===== src/rtl/full_st0_ctrl_seq_if.sv =====
// Stage-0 FC sequencer bus: request levels, stall and error strobes in; schedule out.
// Latency: n/a (wiring only).
// Backpressure: out_rdy from the consumer stalls forward issue.
interface full_st0_ctrl_seq_if;
    logic       data_ready;
    logic       err_ready;
    logic       out_rdy;
    logic       error_valid;
    logic       active_normal;
    logic       active_pre;
    logic       active;
    logic       active_start_d;
    logic [3:0] tap_address;
    logic [5:0] data_read_addr;
    logic       error_update_first;
    logic       error_update_latch;
    logic [1:0] error_phase_read;
    logic [1:0] error_phase;
    logic       read_finish;
    logic       busy;

    // Requester / consumer side: raises requests, applies stall, reads the schedule.
    modport master (
        output data_ready, err_ready, out_rdy, error_valid,
        input  active_normal, active_pre, active, active_start_d,
        input  tap_address, data_read_addr,
        input  error_update_first, error_update_latch,
        input  error_phase_read, error_phase, read_finish, busy
    );

    // Sequencer side.
    modport slave (
        input  data_ready, err_ready, out_rdy, error_valid,
        output active_normal, active_pre, active, active_start_d,
        output tap_address, data_read_addr,
        output error_update_first, error_update_latch,
        output error_phase_read, error_phase, read_finish, busy
    );
endinterface


===== src/rtl/full_st0_ctrl_seq.sv =====
// Stage-0 FC sequencer: forward tap x data read pass, then error/update pass, then drain.
// Latency: schedule outputs registered 1 cycle after the FSM decision; active* delayed PIPE_LAT.
// Backpressure: out_rdy=0 holds forward counters and issues a bubble; error pass never stalls.
module full_st0_ctrl_seq #(
    parameter int TAP_ROWS   = 12,
    parameter int DATA_LEN   = 64,
    parameter int PIPE_LAT   = 5,
    parameter int ERR_PHASES = 4
) (
    input  logic                clk,
    input  logic                reset,
    full_st0_ctrl_seq_if.slave  bus
);
    typedef enum logic [2:0] {IDLE, FWD, ERR_FIRST, ERR_UPD, DRAIN} state_t;

    state_t     state;
    logic [3:0] tap_cnt;
    logic [5:0] data_cnt;
    logic [1:0] phase_cnt;
    logic [3:0] drain_cnt;

    logic       active_normal_q;
    logic       fwd_issue_q;
    logic [3:0] tap_q;
    logic [5:0] data_q;
    logic       first_q;
    logic       latch_q;
    logic [1:0] phase_read_q;
    logic       finish_q;
    logic [1:0] err_phase_q;

    logic [PIPE_LAT-2:0] norm_sr;
    logic [PIPE_LAT-1:0] fwd_sr;
    logic [PIPE_LAT-1:0] start_sr;
    logic                start_now;

    // Pass start marker only means something for forward reads, where (0,0) is the first pair.
    assign start_now = fwd_issue_q && (tap_q == 4'd0) && (data_q == 6'd0);

    // Schedule FSM: counters plus registered issue outputs.
    always_ff @(posedge clk or negedge reset) begin
        if (!reset) begin
            state           <= IDLE;
            tap_cnt         <= '0;
            data_cnt        <= '0;
            phase_cnt       <= '0;
            drain_cnt       <= '0;
            active_normal_q <= 1'b0;
            fwd_issue_q     <= 1'b0;
            tap_q           <= '0;
            data_q          <= '0;
            first_q         <= 1'b0;
            latch_q         <= 1'b0;
            phase_read_q    <= '0;
            finish_q        <= 1'b0;
        end else begin
            active_normal_q <= 1'b0;
            fwd_issue_q     <= 1'b0;
            first_q         <= 1'b0;
            latch_q         <= 1'b0;
            finish_q        <= 1'b0;
            case (state)
                IDLE: begin
                    tap_cnt   <= '0;
                    data_cnt  <= '0;
                    phase_cnt <= '0;
                    drain_cnt <= '0;
                    if (bus.err_ready) begin
                        state <= ERR_FIRST;
                    end else if (bus.data_ready) begin
                        state <= FWD;
                    end
                end
                FWD: begin
                    if (bus.out_rdy) begin
                        active_normal_q <= 1'b1;
                        fwd_issue_q     <= 1'b1;
                        tap_q           <= tap_cnt;
                        data_q          <= data_cnt;
                        if (tap_cnt == 4'(TAP_ROWS - 1)) begin
                            tap_cnt  <= '0;
                            data_cnt <= data_cnt + 6'd1;
                            if (data_cnt == 6'(DATA_LEN - 1)) begin
                                state     <= DRAIN;
                                drain_cnt <= '0;
                            end
                        end else begin
                            tap_cnt <= tap_cnt + 4'd1;
                        end
                    end
                end
                ERR_FIRST: begin
                    active_normal_q <= 1'b1;
                    first_q         <= 1'b1;
                    latch_q         <= 1'b1;
                    phase_read_q    <= phase_cnt;
                    tap_q           <= 4'(TAP_ROWS) + {2'b00, phase_cnt};
                    if (phase_cnt == 2'(ERR_PHASES - 1)) begin
                        phase_cnt <= '0;
                        tap_cnt   <= '0;
                        state     <= ERR_UPD;
                    end else begin
                        phase_cnt <= phase_cnt + 2'd1;
                    end
                end
                ERR_UPD: begin
                    active_normal_q <= 1'b1;
                    latch_q         <= 1'b1;
                    tap_q           <= tap_cnt;
                    if (tap_cnt == 4'(TAP_ROWS - 1)) begin
                        tap_cnt   <= '0;
                        drain_cnt <= '0;
                        state     <= DRAIN;
                    end else begin
                        tap_cnt <= tap_cnt + 4'd1;
                    end
                end
                DRAIN: begin
                    // Wait out the datapath so the last result lands before read_finish.
                    if (drain_cnt == 4'(PIPE_LAT)) begin
                        finish_q  <= 1'b1;
                        drain_cnt <= '0;
                        state     <= IDLE;
                    end else begin
                        drain_cnt <= drain_cnt + 4'd1;
                    end
                end
                default: state <= IDLE;
            endcase
        end
    end

    // Delay lines aligning issue markers with datapath output; they shift every cycle.
    always_ff @(posedge clk or negedge reset) begin
        if (!reset) begin
            norm_sr  <= '0;
            fwd_sr   <= '0;
            start_sr <= '0;
        end else begin
            norm_sr  <= {norm_sr[PIPE_LAT-3:0], active_normal_q};
            fwd_sr   <= {fwd_sr[PIPE_LAT-2:0], fwd_issue_q};
            start_sr <= {start_sr[PIPE_LAT-2:0], start_now};
        end
    end

    // Incoming error write phase, independent of the pass state.
    always_ff @(posedge clk or negedge reset) begin
        if (!reset) begin
            err_phase_q <= '0;
        end else if (bus.error_valid) begin
            err_phase_q <= (err_phase_q == 2'(ERR_PHASES - 1)) ? 2'd0 : err_phase_q + 2'd1;
        end
    end

    assign bus.active_normal      = active_normal_q;
    assign bus.active_pre         = norm_sr[PIPE_LAT-2];
    assign bus.active             = fwd_sr[PIPE_LAT-1];
    assign bus.active_start_d     = start_sr[PIPE_LAT-1];
    assign bus.tap_address        = tap_q;
    assign bus.data_read_addr     = data_q;
    assign bus.error_update_first = first_q;
    assign bus.error_update_latch = latch_q;
    assign bus.error_phase_read   = phase_read_q;
    assign bus.error_phase        = err_phase_q;
    assign bus.read_finish        = finish_q;
    assign bus.busy               = (state != IDLE);
endmodule


===== src/flat_wrapper.sv =====
// flat-port wrapper written by rule: the top's interface ports become plain ports
module full_st0_ctrl_seq_flat 
#(
    parameter int TAP_ROWS   = 12,
    parameter int DATA_LEN   = 64,
    parameter int PIPE_LAT   = 5,
    parameter int ERR_PHASES = 4
)
  (clk, reset, bus_data_ready, bus_err_ready, bus_out_rdy, bus_error_valid, bus_active_normal, bus_active_pre, bus_active, bus_active_start_d, bus_tap_address, bus_data_read_addr, bus_error_update_first, bus_error_update_latch, bus_error_phase_read, bus_error_phase, bus_read_finish, bus_busy);
  full_st0_ctrl_seq_if bus_i ();
  input  logic clk;
  input  logic reset;
  input wire logic [$bits(bus_i.data_ready)-1:0] bus_data_ready;
  input wire logic [$bits(bus_i.err_ready)-1:0] bus_err_ready;
  input wire logic [$bits(bus_i.out_rdy)-1:0] bus_out_rdy;
  input wire logic [$bits(bus_i.error_valid)-1:0] bus_error_valid;
  output wire logic [$bits(bus_i.active_normal)-1:0] bus_active_normal;
  output wire logic [$bits(bus_i.active_pre)-1:0] bus_active_pre;
  output wire logic [$bits(bus_i.active)-1:0] bus_active;
  output wire logic [$bits(bus_i.active_start_d)-1:0] bus_active_start_d;
  output wire logic [$bits(bus_i.tap_address)-1:0] bus_tap_address;
  output wire logic [$bits(bus_i.data_read_addr)-1:0] bus_data_read_addr;
  output wire logic [$bits(bus_i.error_update_first)-1:0] bus_error_update_first;
  output wire logic [$bits(bus_i.error_update_latch)-1:0] bus_error_update_latch;
  output wire logic [$bits(bus_i.error_phase_read)-1:0] bus_error_phase_read;
  output wire logic [$bits(bus_i.error_phase)-1:0] bus_error_phase;
  output wire logic [$bits(bus_i.read_finish)-1:0] bus_read_finish;
  output wire logic [$bits(bus_i.busy)-1:0] bus_busy;
  assign bus_i.data_ready = bus_data_ready;
  assign bus_i.err_ready = bus_err_ready;
  assign bus_i.out_rdy = bus_out_rdy;
  assign bus_i.error_valid = bus_error_valid;
  assign bus_active_normal = bus_i.active_normal;
  assign bus_active_pre = bus_i.active_pre;
  assign bus_active = bus_i.active;
  assign bus_active_start_d = bus_i.active_start_d;
  assign bus_tap_address = bus_i.tap_address;
  assign bus_data_read_addr = bus_i.data_read_addr;
  assign bus_error_update_first = bus_i.error_update_first;
  assign bus_error_update_latch = bus_i.error_update_latch;
  assign bus_error_phase_read = bus_i.error_phase_read;
  assign bus_error_phase = bus_i.error_phase;
  assign bus_read_finish = bus_i.read_finish;
  assign bus_busy = bus_i.busy;
  full_st0_ctrl_seq #(.TAP_ROWS(TAP_ROWS), .DATA_LEN(DATA_LEN), .PIPE_LAT(PIPE_LAT), .ERR_PHASES(ERR_PHASES)) u_core (.clk(clk), .reset(reset), .bus(bus_i));
endmodule

===== config.mk =====
export PLATFORM = sky130hd
export DESIGN_NAME = full_st0_ctrl_seq_flat
export DESIGN_NICKNAME = d
export VERILOG_FILES = /design/src/rtl/full_st0_ctrl_seq_if.sv /design/src/rtl/full_st0_ctrl_seq.sv /design/src/flat_wrapper.sv
export SDC_FILE = /design/constraint.sdc
export NUM_CORES = 1
export LEC_CHECK = 0
export ABC_AREA = 1
export BUFFER_PORTS_ARGS = -buffer_cell sky130_fd_sc_hd__buf_4
export CAP_MARGIN = 20
export CORE_UTILIZATION = 43
export CTS_CLUSTER_SIZE = 8
export DETAILED_ROUTE_END_ITERATION = 6
export SLEW_MARGIN = 20
export SYNTH_ARGS = -nofsm -noshare
export SYNTH_HDL_FRONTEND = slang
export SYNTH_SLANG_ARGS = --single-unit

===== constraint.sdc =====
create_clock -name clk -period 2.85 [get_ports clk]
set_input_delay 0.7125 -clock clk [delete_from_list [all_inputs] [get_ports clk]]
set_output_delay 0.7125 -clock clk [all_outputs]
set_load 0.01 [all_outputs]

==> out/results.txt <==
DR vias/cell -> 4.771
CTS Hold Bufs -> 0
post-CTS resize count -> 0
Post-Syn Area -> 2232 um^2
setup TNS -> 0 ns
Buf/Inv on CP -> 1
Die Footprint -> 5483 um^2
PwrDens -> 908.1 nW/um^2
layout cells sized above 1 -> 0.1962
Antenna Cells -> 0
DIE WIDTH -> 74.05 um
#FFs+latches synth -> 52
Crit path arrival time -> 1.28 ns
DRC -> 0
via count -> 1584
grt total ovfl -> 0
max_slew headroom -> 0.5775
Filler Cell Count -> 447
final-report max-slew violation count -> 0
synth warn -> 0
Finished Layout Cells -> 332
Overall Power -> 2.368 mW
total detailed-routing wirelength -> 3932 um
worst skew pair latency -> 0.30 ns
1st-iter DRT viols -> 39
GRT Util Overall -> 0.1673
Startpoint Class -> flip-flop
Max Root-Sink Buffers -> 2
Worst Hold Path Cells -> 0
status -> finished, final reports clean
Die Y -> 74.05 um
num ports -> 28
Multi-input gate area -> 839.6 um^2
vias in the first global route -> 1534
Final Hold Fails -> 0
Final Net Count -> 276
critical-path cell list -> nor2_1 > nand2_2 > buf_4
skew final -> 0.004759 ns
Synth cell types -> 34
Net Sw Power -> 919.0 uW
HP Class -> reg2reg
RSZ-0062 raised after global routing -> no
CTS clk-pin slew, worst paths -> 0.10 ns
dpl cells -> 324
post-route ant nets -> 0
WL per Instance -> 11.84 um
switching share of power -> 0.3881
stages on the worst setup path -> 3
Comb power frac -> 0.361
TritonCTS Buffers -> 5
initial antenna violation count -> 0
r2r startpoint -> u_core.tap_cnt[1]
Starting Density -> 0.4604
CP delay by family, top -> flip-flops
Crit-path slowest cell -> dfrtp_1
crit-path max cell delay -> 0.46 ns
Core Box Area -> 4848 um^2
number of buffers added on ports -> 27
Sequential cell area -> 1301 um^2
Setup CP Type -> reg2out
hold_sp -> u_core.fwd_sr[1]
RD Place Congestion -> 0.8461
Syn Area/Cell -> 9.663 um^2
r2r setup slk -> 1.22 ns
first-pass GRT wire length -> 7010 um
Tightest Pin Transition -> 0.6337 ns
Max-Cap Viols -> 0
CTS root buf -> clkbuf_8
endpoints failing setup -> 0
Tmin final -> 1.990 ns
DRT Pass-1 Iters -> 4
Cells after Synth -> 231
Worst Hold End -> u_core.fwd_sr[2]
clock power share -> 0.183
CP Data Required Time -> 2.14 ns
crit share post-route -> 0.6982
critical path peak fanout -> 6
sequential power share -> 0.456
Synth Net Count -> 243
CTS tree -> done
worst-case reg-to-reg path depth -> 8
Cell Rows -> 25
register area share after synthesis -> 0.5830
fmax -> 502.5 MHz
Clock Sinks -> 52
Max rail drop VDD -> 319.8 uV
Detail Placement HPWL -> 2864 um
worst r2r dst -> u_core.drain_cnt[3]
Leak -> 1.356 nW
largest net degree at the start of global routing -> 53
H-tree depth -> 2
area delta synth->final -> 16.82%
post-CTS setup buffer count -> 0
Internal -> 1.449 mW
Worst Setup End Kind -> output pin
==> layer usage <==
layer / wire length [um] / track usage
met1: 1976 / 0.2281
met2: 1767 / 0.2626
met3: 135 / 0.03930
met4: 52 / 0.05769
met5: 0 / 0
==> power groups by stage <==
| stage | sequential (mW) | combinational, mW | clock, mW |
|---|---|---|---|
| floorplan | 1.11 | 0.535 | 0 |
| global placement | 1.09 | 0.861 | 0 |
| detailed placement | 1.10 | 0.865 | 0 |
| CTS | 1.08 | 0.869 | 0.451 |
| global route | 1.11 | 0.985 | 0.471 |
| finish | 1.08 | 0.854 | 0.434 |
==> sequential cells by signal, summed over array words and instances, names as in the netlist <==
register and flops:
u_core.fwd_issue_q 1, u_core.bus.active_normal 1, u_core.tap_cnt 4, u_core.bus.tap_address 4
u_core.bus.error_phase 2, u_core.bus.data_read_addr 6, u_core.drain_cnt 4, u_core.data_cnt 6
u_core.norm_sr 4, u_core.bus.error_phase_read 2, u_core.start_sr 5, u_core.bus.error_update_first 1
u_core.bus.error_update_latch 1, u_core.bus.read_finish 1, u_core.phase_cnt 2, u_core.state 3
u_core.fwd_sr 5
==> stage by stage <==
stage,setup slack (ns),util,hold WS (ns),instance area (um^2)
5_1_grt,0.7526,0.5378,0.3670,2608
4_1_cts,0.8469,0.5378,0.3581,2608
2_1_floorplan,1.379,-,0.3312,2232
3_5_place_dp,1.194,0.5179,0.3347,2511
6_report,0.8601,0.5378,0.3558,2608
3_3_place_gp,1.216,0.5179,0.3339,2511
==> worst max path at each step <==
stage	endpoint	slack [ns]	start
CTS	bus_busy	0.85	u_core.state[1]
global placement	bus_busy	1.22	u_core.state[1]
finish	bus_busy	0.86	u_core.state[1]
detailed placement	bus_busy	1.19	u_core.state[1]
floorplan	bus_busy	1.38	u_core.state[1]
global route	bus_busy	0.75	u_core.state[1]
==> cell usage after synthesis <==
library cell,n,share of area
a21oi_1,2,0.0045
a22o_1,1,0.0039
a22oi_1,1,0.0034
a31oi_2,1,0.0056
and2_1,1,0.0028
and3_1,1,0.0028
buf_4,1,0.0034
clkinv_2,1,0.0022
dfrtp_1,52,0.58
ha_1,6,0.034
inv_1,18,0.030
inv_2,3,0.0050
mux2_2,1,0.0050
nand2_1,68,0.11
nand2_2,3,0.0084
nand2_4,2,0.010
nand3_1,12,0.027
nand3_2,1,0.0045
nand4_1,6,0.017
nor2_1,16,0.027
nor2_2,1,0.0028
nor2_4,2,0.010
nor3_1,2,0.0045
nor4_1,1,0.0028
nor4b_1,1,0.0039
o211ai_2,1,0.0056
o21a_1,1,0.0034
o21ai_0,12,0.027
o21ai_1,3,0.0067
o21ai_4,1,0.0073
o21bai_1,1,0.0034
or2_1,2,0.0056
xnor2_1,4,0.016
xor2_1,2,0.0078
==> layout by cell type, fill, tap and decap left out, types with 2 or more instances in the layout <==
master     n
ha_1       6
nand2_4    2
a21oi_1    2
nand2_2    3
nor2_4     2
xor2_1     2
nor2_1    16
nand4_1    6
inv_2      3
clkbuf_8   5
nor3_1     2
o21ai_0   12
nand2_1   68
inv_1     18
nand3_1   12
xnor2_1    4
dfrtp_1   52
or2_1      2
buf_4     27
o21ai_1    3
==> kinds of logic after synthesis <==
| family | Yosys count | synth area share |
|---|---|---|
| AND/OR/NAND/NOR | 119 | 0.2433 |
| flip-flops | 52 | 0.5830 |
| AO/OA/AOI/OAI | 24 | 0.07063 |
| buffers and inverters | 23 | 0.04092 |
| XOR/XNOR | 6 | 0.02354 |
| adder cells (fa/ha/maj) | 6 | 0.03363 |
| multiplexers | 1 | 0.005044 |
==> final cells by class <==
| type | instances | share of cell area |
|---|---|---|
| clock buffers | 5 | 0.02639 |
| multi-input cells | 156 | 0.3220 |
| flip-flops and latches | 52 | 0.4990 |
| clock inverters | 3 | 0.01056 |
| repair buffers | 27 | 0.07773 |
| well taps | 67 | 0.03215 |
| inverters | 22 | 0.03215 |
Note: power is estimated with default switching activity, not from simulation.
